### config.mk
export PLATFORM = sky130hd
export DESIGN_NAME = collision_ctrl
export DESIGN_NICKNAME = d
export VERILOG_FILES = /design/src/rtl/pinball_pkg.sv /design/src/rtl/sat_counter.sv /design/src/rtl/collision_ctrl.sv
export SDC_FILE = /design/constraint.sdc
export NUM_CORES = 1
export LEC_CHECK = 0
export BUFFER_PORTS_ARGS = -buffer_cell sky130_fd_sc_hd__buf_2
export CELL_PAD_IN_SITES_DETAIL_PLACEMENT = 1
export CELL_PAD_IN_SITES_GLOBAL_PLACEMENT = 1
export CORE_ASPECT_RATIO = 1.4
export CORE_MARGIN = 1
export CORE_UTILIZATION = 40
export CTS_CLUSTER_SIZE = 28
export DETAILED_ROUTE_END_ITERATION = 8
export GPL_TIMING_DRIVEN = 0
export PLACE_DENSITY = 0.7
export REMOVE_ABC_BUFFERS = 1
export SLEW_MARGIN = 10
export SYNTH_ARGS = -nofsm -noshare
export SYNTH_HDL_FRONTEND = slang
export SYNTH_SLANG_ARGS = --single-unit
### constraint.sdc
create_clock -name clk -period 3.5 [get_ports clk]
set_input_delay 0.7 -clock clk [delete_from_list [all_inputs] [get_ports clk]]
set_output_delay 0.7 -clock clk [all_outputs]
set_load 0.05 [all_outputs]
### src/rtl/pinball_pkg.sv
// Shared types for the pinball collision logic.
// Collision type bundle, FSM states and counter width.
package pinball_pkg;

  localparam int CNT_W = 8;

  // bit0 = smiley/flipper, bit1 = smiley/frame
  typedef struct packed {
    logic sb;
    logic sf;
  } col_type_t;

  typedef enum logic [1:0] {
    S_IDLE   = 2'd0,
    S_SCAN   = 2'd1,
    S_REPORT = 2'd2
  } state_t;

endpackage

### src/rtl/sat_counter.sv
// Per-frame saturating overlap counter.
// load restarts the count with this cycle's pixel.
module sat_counter
  import pinball_pkg::*;
(
  input  logic             clk,
  input  logic             resetN,
  input  logic             load,
  input  logic             inc,
  output logic [CNT_W-1:0] count
);

  logic [CNT_W-1:0] r_count;

  // Restart on frame start, otherwise count up and stick at all-ones
  always_ff @(posedge clk or negedge resetN) begin
    if (!resetN) begin
      r_count <= '0;
    end else if (load) begin
      r_count <= {{(CNT_W-1){1'b0}}, inc};
    end else if (inc && (r_count != '1)) begin
      r_count <= r_count + 1'b1;
    end
  end

  assign count = r_count;

endmodule

### src/rtl/collision_ctrl.sv
// Frame-based collision reporter with valid/ack handshake.
// Define COLLISION_PRIORITY_EN to add the col_first output.
module collision_ctrl
  import pinball_pkg::*;
#(
  parameter int MIN_PIXELS = 1
) (
  input  logic       clk,
  input  logic       resetN,
  input  logic       startOfFrame,
  input  logic       draw_smiley,
  input  logic       draw_flipper,
  input  logic       draw_frame,
  input  logic       col_ack,
  output logic       col_valid,
  output logic [1:0] col_type,
  output logic       col_overrun
`ifdef COLLISION_PRIORITY_EN
  ,
  output logic [1:0] col_first
`endif
);

  localparam logic [CNT_W-1:0] MIN_C = CNT_W'(MIN_PIXELS);

  logic             w_sf_px;
  logic             w_sb_px;
  logic [CNT_W-1:0] w_sf_cnt;
  logic [CNT_W-1:0] w_sb_cnt;
  col_type_t        w_type;
  logic             w_ack;

  state_t    r_state;
  logic      r_valid;
  col_type_t r_type;
  logic      r_ovr;

  assign w_sf_px = draw_smiley & draw_flipper;
  assign w_sb_px = draw_smiley & draw_frame;

  sat_counter u_sf (
    .clk    (clk),
    .resetN (resetN),
    .load   (startOfFrame),
    .inc    (w_sf_px),
    .count  (w_sf_cnt)
  );

  sat_counter u_sb (
    .clk    (clk),
    .resetN (resetN),
    .load   (startOfFrame),
    .inc    (w_sb_px),
    .count  (w_sb_cnt)
  );

  // Type of the frame that is ending, from pre-clear counts
  assign w_type.sf = (w_sf_cnt >= MIN_C);
  assign w_type.sb = (w_sb_cnt >= MIN_C);
  assign w_ack     = col_ack & r_valid;

  // Report FSM: publish on frame end, retire on ack
  always_ff @(posedge clk or negedge resetN) begin
    if (!resetN) begin
      r_state <= S_IDLE;
      r_valid <= 1'b0;
      r_type  <= '0;
      r_ovr   <= 1'b0;
    end else begin
      unique case (r_state)
        S_IDLE: begin
          if (startOfFrame) r_state <= S_SCAN;
        end
        S_SCAN: begin
          if (startOfFrame && (w_type != '0)) begin
            r_state <= S_REPORT;
            r_valid <= 1'b1;
            r_type  <= w_type;
          end
        end
        S_REPORT: begin
          if (startOfFrame && (w_type != '0)) begin
            r_type <= w_type;
            if (!w_ack) r_ovr <= 1'b1;
          end else if (w_ack) begin
            r_valid <= 1'b0;
            r_state <= S_SCAN;
          end
        end
        default: begin
          r_state <= S_IDLE;
          r_valid <= 1'b0;
        end
      endcase
    end
  end

  assign col_valid   = r_valid;
  assign col_type    = r_type;
  assign col_overrun = r_ovr;

`ifdef COLLISION_PRIORITY_EN
  logic [1:0] w_px;
  logic       w_load;
  logic [1:0] r_frame_first;
  logic [1:0] r_first;

  assign w_px   = {w_sb_px, w_sf_px};
  assign w_load = startOfFrame && (w_type != '0) && (r_state != S_IDLE);

  // Latch the first overlap of each frame; publish it with the report
  always_ff @(posedge clk or negedge resetN) begin
    if (!resetN) begin
      r_frame_first <= 2'b00;
      r_first       <= 2'b00;
    end else begin
      if (w_load) r_first <= r_frame_first;
      if (startOfFrame || (r_frame_first == 2'b00)) r_frame_first <= w_px;
    end
  end

  assign col_first = r_first;
`endif

endmodule

==> out/metrics.cfg, run 1 <==
[worst_setup_path]
worstReg2RegEnd = r_state[0]
crit_chain = inv_1 -> ha_1 -> a21boi_4 -> or4_4 -> a21oi_1 -> a211o_1
endpoint_kind = flip-flop
crit_arrival_ns = 2.06
slowest_delay_ns = 0.49
critPathLaunchType = flip-flop
r2r_start = r_state[0]
reg2reg_slack_ns = 1.64
required_ns = 3.70
critical_path_class = reg2reg
r2r_cells = 6
slowest_stage = or4_4
cp_max_fo = 8

[timing]
min_period_ns = 1.855
tightest_slew_ns = 0.5086
rsz0062_at_grt = false
setup-tns-final_ns = 0
finClkSkew_ns = 0.005165
setup_viol = 0
timing.slew.headroom_pct = 66.09
hold_viol = 0
fmax_mhz = 539.0
slew_violations = 0
finalCritPeriodShare_pct = 53.01
fin_ws_ns = 1.645

[route]
detail_route.first_pass.iterations = 2
wl_um = 3267
drc = 0
drtIter0Drc = 3
via_per_inst = 5.995
postRouteAntennaNets = 0
wl_per_cell_um = 17.19
num_vias = 1139

[die]
start_util_pct = 41.59
row_count = 25
io_pins = 11
core_area_mm2 = 0.003378
fp.dieH_um = 72.13
die_x_um = 52.09
dieArea_mm2 = 0.003757

[power]
swShare_pct = 40.34
leakage_nw = 0.6723
p_comb_share_pct = 42.1
ir_drop_mv = 0.2811
clock_power_share_pct = 18.8
p_seq_share_pct = 39.1
switchingPower_uw = 333.8
p_per_area_mw_per_mm2 = 542.2
internal_power_uw = 493.8

[global_route]
grt_pass1_vias = 1215
grt_max_degree = 23
grt_pass1_wl_um = 5444
grt_antenna_before_repair = 0
track_usage_pct = 19.29
grt_overflow = 0

[layout]
multi_input_area_um2 = 789.5
fillers = 395
final_nets = 169
regArea_um2 = 550.5
drive_gt1_share_pct = 17.33
area_growth_pct = 8.637
diodes = 0

[worst_hold_path]
hp-class = in2async

[yosys]
synth-seq-cells = 22
syn_area_mm2 = 0.001405
synth_warnings = 0
synth_cells = 140
synth_cell_types = 43
ys_seq_area_share_pct = 39.18
avgSynthCellArea_um2 = 10.04

[clocking]
cts_tree = done
postCtsHoldBufs = 0
clk_latency_ns = 0.26
ctsResizeCount = 0
clk_pin_slew_ns = 0.08
cts_root_buf = clkbuf_8
numCtsBuffers = 3
post_cts_buffers = 0
cts.path.max_buffers = 2
cts-htree-levels = 1
clkSinkCount = 22

[flow_run]
drv_cap = 0

[outcome]
outcome = completed

[place]
dpl.hpwl_um = 2449
routabilityCongestion = 0.7459
pre_cts_slack_ns = 1.362
port_buffers = 10

-- kinds of logic (layout without fill, tap and decap cells) --
| group | Yosys count | after routing | share of synthesized area (%) |
|---|---|---|---|
| simple gates | 44 | 44 | 20.30 |
| compound gates | 40 | 40 | 20.93 |
| flops | 22 | 22 | 39.18 |
| buf+inv | 15 | 25 | 4.630 |
| fa+ha+maj | 10 | 10 | 8.905 |
| xor+xnor | 5 | 5 | 3.117 |
| mux | 4 | 4 | 2.939 |
-- critical path: cells and delay by family, from the launching register on --
kind	cells	cell delay, ns
flops	1	0.44
fa+ha+maj	1	0.31
compound gates	3	0.46
simple gates	1	0.49
buf+inv	1	0.09
-- layout make-up --
class / count / share of cell area [%]
Multi-Input combinational cell: 103 / 51.72
Sequential cell: 22 / 36.07
Timing Repair Buffer: 10 / 3.279
Tap cell: 40 / 3.279
Inverter: 12 / 2.951
Clock buffer: 3 / 2.705
-- cells in the mapped netlist (all sizes together) --
cell | number | area, µm²
dfrtp | 22 | 550.5
inv | 12 | 45.04
a21oi | 11 | 55.05
nor2 | 11 | 41.29
ha | 10 | 125.1
o21ai | 7 | 35.03
nand3 | 6 | 30.03
nand2 | 5 | 18.77
nand4 | 5 | 31.28
and3 | 4 | 25.02
a31oi | 3 | 18.77
a41oi | 3 | 33.79
mux2i | 3 | 30.03
nor3 | 3 | 15.01
xor2 | 3 | 26.28
a211o | 2 | 17.52
a211oi | 2 | 15.01
and4 | 2 | 20.02
buf | 2 | 16.26
nor4 | 2 | 33.78
nor4b | 2 | 38.78
o2111ai | 2 | 17.52
o211ai | 2 | 25.02
xnor2 | 2 | 17.52
a21boi | 1 | 18.77
a21o | 1 | 7.510
a311oi | 1 | 8.760
a31o | 1 | 8.760
a41o | 1 | 10.01
clkbuf | 1 | 3.750
mux2 | 1 | 11.26
nor2b | 1 | 6.260
nor3b | 1 | 7.510
o221ai | 1 | 8.760
o22ai | 1 | 6.260
o31ai | 1 | 7.510
or3 | 1 | 6.260
or4 | 1 | 11.26
-- registers in the layout (all words and copies together) (netlist names) --
register and flops:
col_valid 1, u_sb.count 8, col_overrun 1, u_sf.count 8, col_type 2, r_state 2
-- per-layer routing --
metal,global-route usage (%),wire (µm)
met1,23.71,1526
met2,32.19,1610
met3,2.516,83
met4,9.910,46
met5,0,0
-- power groups by stage --
stage | Combinational [mW] | Sequential [mW] | Clock, mW
after floorplan | 0.192 | 0.397 | 0
after global placement | 0.333 | 0.327 | 0
after detailed placement | 0.351 | 0.330 | 0
after CTS | 0.353 | 0.325 | 0.162
after global routing | 0.383 | 0.329 | 0.172
final | 0.348 | 0.324 | 0.155
-- metrics by stage --
step	total power [mW]	utilization, %	std cells	cell area, µm²	hold WS, ns
6_report	0.8276	45.19	190	1526	0.3977
5_1_grt	0.8843	45.19	190	1526	0.4428
4_1_cts	0.8406	45.19	190	1526	0.4202
3_5_place_dp	0.6807	43.96	187	1485	0.4471
3_3_place_gp	0.6594	43.96	187	1485	0.4368
2_1_floorplan	0.5895	-	137	1385	0.4044
-- how the worst max path moves through the flow --
stage	startpoint	end	slack, ns	depth (start not counted)
final	r_state[0]	r_state[0]	1.64	6
after global routing	startOfFrame	col_type[1]	1.51	5
after CTS	r_state[0]	r_state[0]	1.63	6
after detailed placement	startOfFrame	col_type[1]	1.36	5
after global placement	startOfFrame	col_type[1]	1.43	5
after floorplan	r_state[0]	r_state[0]	1.81	6
-- cell usage in the layout, fill, tap and decap left out, types with 2 or more instances in the layout --
master	instances
mux2i_1	3
nand4_1	5
dfrtp_1	22
xor2_1	3
nor2_1	11
a41oi_1	2
a31oi_1	3
o21ai_0	6
nor3_1	3
o2111ai_1	2
xnor2_1	2
clkbuf_8	3
nand3_1	6
a21oi_1	11
a211oi_1	2
and4_2	2
ha_1	10
o211ai_2	2
and3_1	4
nand2_1	5
buf_2	10
inv_1	12
a211o_1	2
(Power assumes the default switching activity.)
==> run 2: changes to the inputs <==
clock period = 1.9 ns   (was 3.5 ns; I/O delays follow)
==> run 2 against run 1 <==
Compared with the run above:
- final area rose by 1.6%
- setup slack got worse by 1.5 ns
- register-to-register slack got worse by 1.5 ns
- clock skew fell by 0.00061 ns
- via count rose by 0.53%
- sequential share of layout area fell by 0.47 points
- fmax rose by 4.7%
- die area did not move
- utilization rose by 0.70 points
- routed wire length rose by 0.70%
- count of clock-buffer cells in the layout did not move
- clock power rose by 84%
- largest power group unchanged
==> out/metrics.cfg, run 2 (synthesized netlist as in run 1, its figures left out) <==
[outcome]
outcome = completed

[place]
port_buffers = 10  ; unchanged
placedInstanceArea_mm2 = 0.001485  ; unchanged
dpl.hpwl_um = 2449  ; unchanged
routabilityCongestion = 0.7459  ; unchanged

[timing]
setup_viol = 0  ; unchanged
finClkSkew_ns = 0.004551  ; -0.0006136 ns
finalCritPeriodShare_pct = 93.30  ; +40 points
slew_violations = 0  ; unchanged
rsz0062_at_grt = false
timing.slew.headroom_pct = 66.14  ; about the same
tightest_slew_ns = 0.5079  ; -0.0007247 ns
setup-tns-final_ns = 0  ; unchanged
min_period_ns = 1.773  ; -0.08263 ns
hold_viol = 0  ; unchanged
fmax_mhz = 564.1  ; +4.7%

[global_route]
grt_overflow = 0  ; unchanged
grt_pass1_wl_um = 5444  ; unchanged
grt_pass1_vias = 1215  ; unchanged
grt_antenna_before_repair = 0  ; unchanged
track_usage_pct = 19.29  ; unchanged
grt_max_degree = 23  ; unchanged

[worst_setup_path]
crit_arrival_ns = 1.89  ; -0.17 ns
endpoint_kind = flip-flop
critical_path_class = reg2reg
slowest_delay_ns = 0.46  ; -0.03 ns
cp_max_fo = 9  ; +1
crit_chain = ha_1 -> nor4b_4 -> a41oi_4 -> a21oi_1 -> a41oi_1
critPathLaunchType = flip-flop
cp_top_family = compound AO/OA/AOI/OAI gates
slowest_stage = dfrtp_1
required_ns = 2.02  ; -1.68 ns
path_buf_inv = 0  ; -1

[route]
wl_um = 3290  ; +0.70%
via_per_inst = 6.026  ; +0.53%
drtIter0Drc = 3  ; unchanged
wl_per_cell_um = 17.32  ; +0.70%
postRouteAntennaNets = 0  ; unchanged
drc = 0  ; unchanged
num_vias = 1145  ; +0.53%
detail_route.first_pass.iterations = 4  ; +2

[power]
leakage_nw = 0.6772  ; +0.72%
ir_drop_mv = 0.5011  ; +78%
p_per_area_mw_per_mm2 = 994.3  ; +83%

[layout]
final_nets = 169  ; unchanged
layout_common_cells = 21 x dfrtp_1, 12 x inv_1, 11 x nor2_1, 11 x a21oi_1, 10 x buf_2
area_growth_pct = 10.33
finalInstanceArea_mm2 = 0.001550  ; +1.6%
diodes = 0  ; unchanged
drive_gt1_share_pct = 18.67  ; +1.3 points
mostFrequentLayoutCell = dfrtp_1
fillers = 393  ; -0.51%

[die]
io_pins = 11  ; unchanged
core_area_mm2 = 0.003378  ; unchanged
dieArea_mm2 = 0.003757  ; unchanged
die_x_um = 52.09  ; unchanged
fp.dieH_um = 72.13  ; unchanged
start_util_pct = 41.59  ; unchanged
row_count = 25  ; unchanged

[clocking]
cts-htree-levels = 1  ; unchanged
clk_latency_ns = 0.26  ; about the same
postCtsHoldBufs = 0  ; unchanged
numCtsBuffers = 3  ; unchanged
cts_root_buf = clkbuf_8
clk_pin_slew_ns = 0.08  ; about the same
clkSinkCount = 22  ; unchanged
cts.path.max_buffers = 2  ; unchanged
cts_tree = done

[flow_run]
drv_cap = 0  ; unchanged

[worst_hold_path]
hp-class = in2async

## run 2: layout make-up
type                            instances  area, µm²  share of cell area [%]
Timing Repair Buffer                   10      50.05                   3.228
Multi-Input combinational cell        103      812.0                   52.38
Tap cell                               40      50.05                   3.228
Clock buffer                            3      41.29                   2.663
Inverter                               12      45.04                   2.906
Sequential cell                        22      551.8                   35.59
## run 2: worst reg2reg max path, delay by kind of cell, from the launching register on
kind / cells / cell delay [ns]
AO/OA/AOI/OAI: 3 / 0.55
adder cells (fa/ha/maj): 1 / 0.27
AND/OR/NAND/NOR: 1 / 0.36
flip-flops: 1 / 0.46
## run 2: layer usage
layer | up-vias | global-route usage [%] | part of all wire [%]
met4 | 0 | 9.910 | 1.4
met2 | 18 | 32.19 | 51
met1 | 577 | 23.71 | 45
li1 | 544 | - | -
met5 | - | 0 | 0
met3 | 6 | 2.516 | 2.9
## run 2: path summary, 6_finish.rpt
| check | startpoint | to | slack, ns | cells past startpoint |
|---|---|---|---|---|
| setup reg to reg | u_sb.count[0] | col_type[1] | 0.13 | 5 |
| setup / recovery | u_sb.count[0] | col_type[1] | 0.13 | 5 |
| hold / removal | resetN | r_state[1] | 0.08 | 1 |
| max in group asynchronous | resetN | r_state[0] | 1.46 | 1 |
| min in group clk | col_overrun | col_overrun | 0.46 | 1 |
| hold reg to reg | col_overrun | col_overrun | 0.46 | 1 |
## run 2: where the power goes
part	internal [mW]	switching (mW)	total, mW
sequential	0.537	0.0620	0.599
combinational	0.242	0.415	0.657
clock	0.141	0.144	0.285
## run 2: metrics by stage
step | setup slack (ns) | utilization [%] | power [mW] | std cells | hold WS [ns]
2_1_floorplan | 0.2106 | - | 1.086 | 137 | 0.08441
3_3_place_gp | 0.1379 | 43.96 | 1.215 | 187 | 0.3843
3_5_place_dp | 0.05963 | 43.96 | 1.254 | 187 | 0.3879
4_1_cts | 0.02745 | 45.19 | 1.548 | 190 | 0.1002
5_1_grt | 0.01923 | 45.89 | 1.649 | 190 | 0.1227
6_report | 0.1272 | 45.89 | 1.541 | 190 | 0.07826
## run 2: timing repair
action,4_1_cts,5_1_grt
setup endpoints to repair,0,5
resized for setup,0,4
buffers inserted,0,0
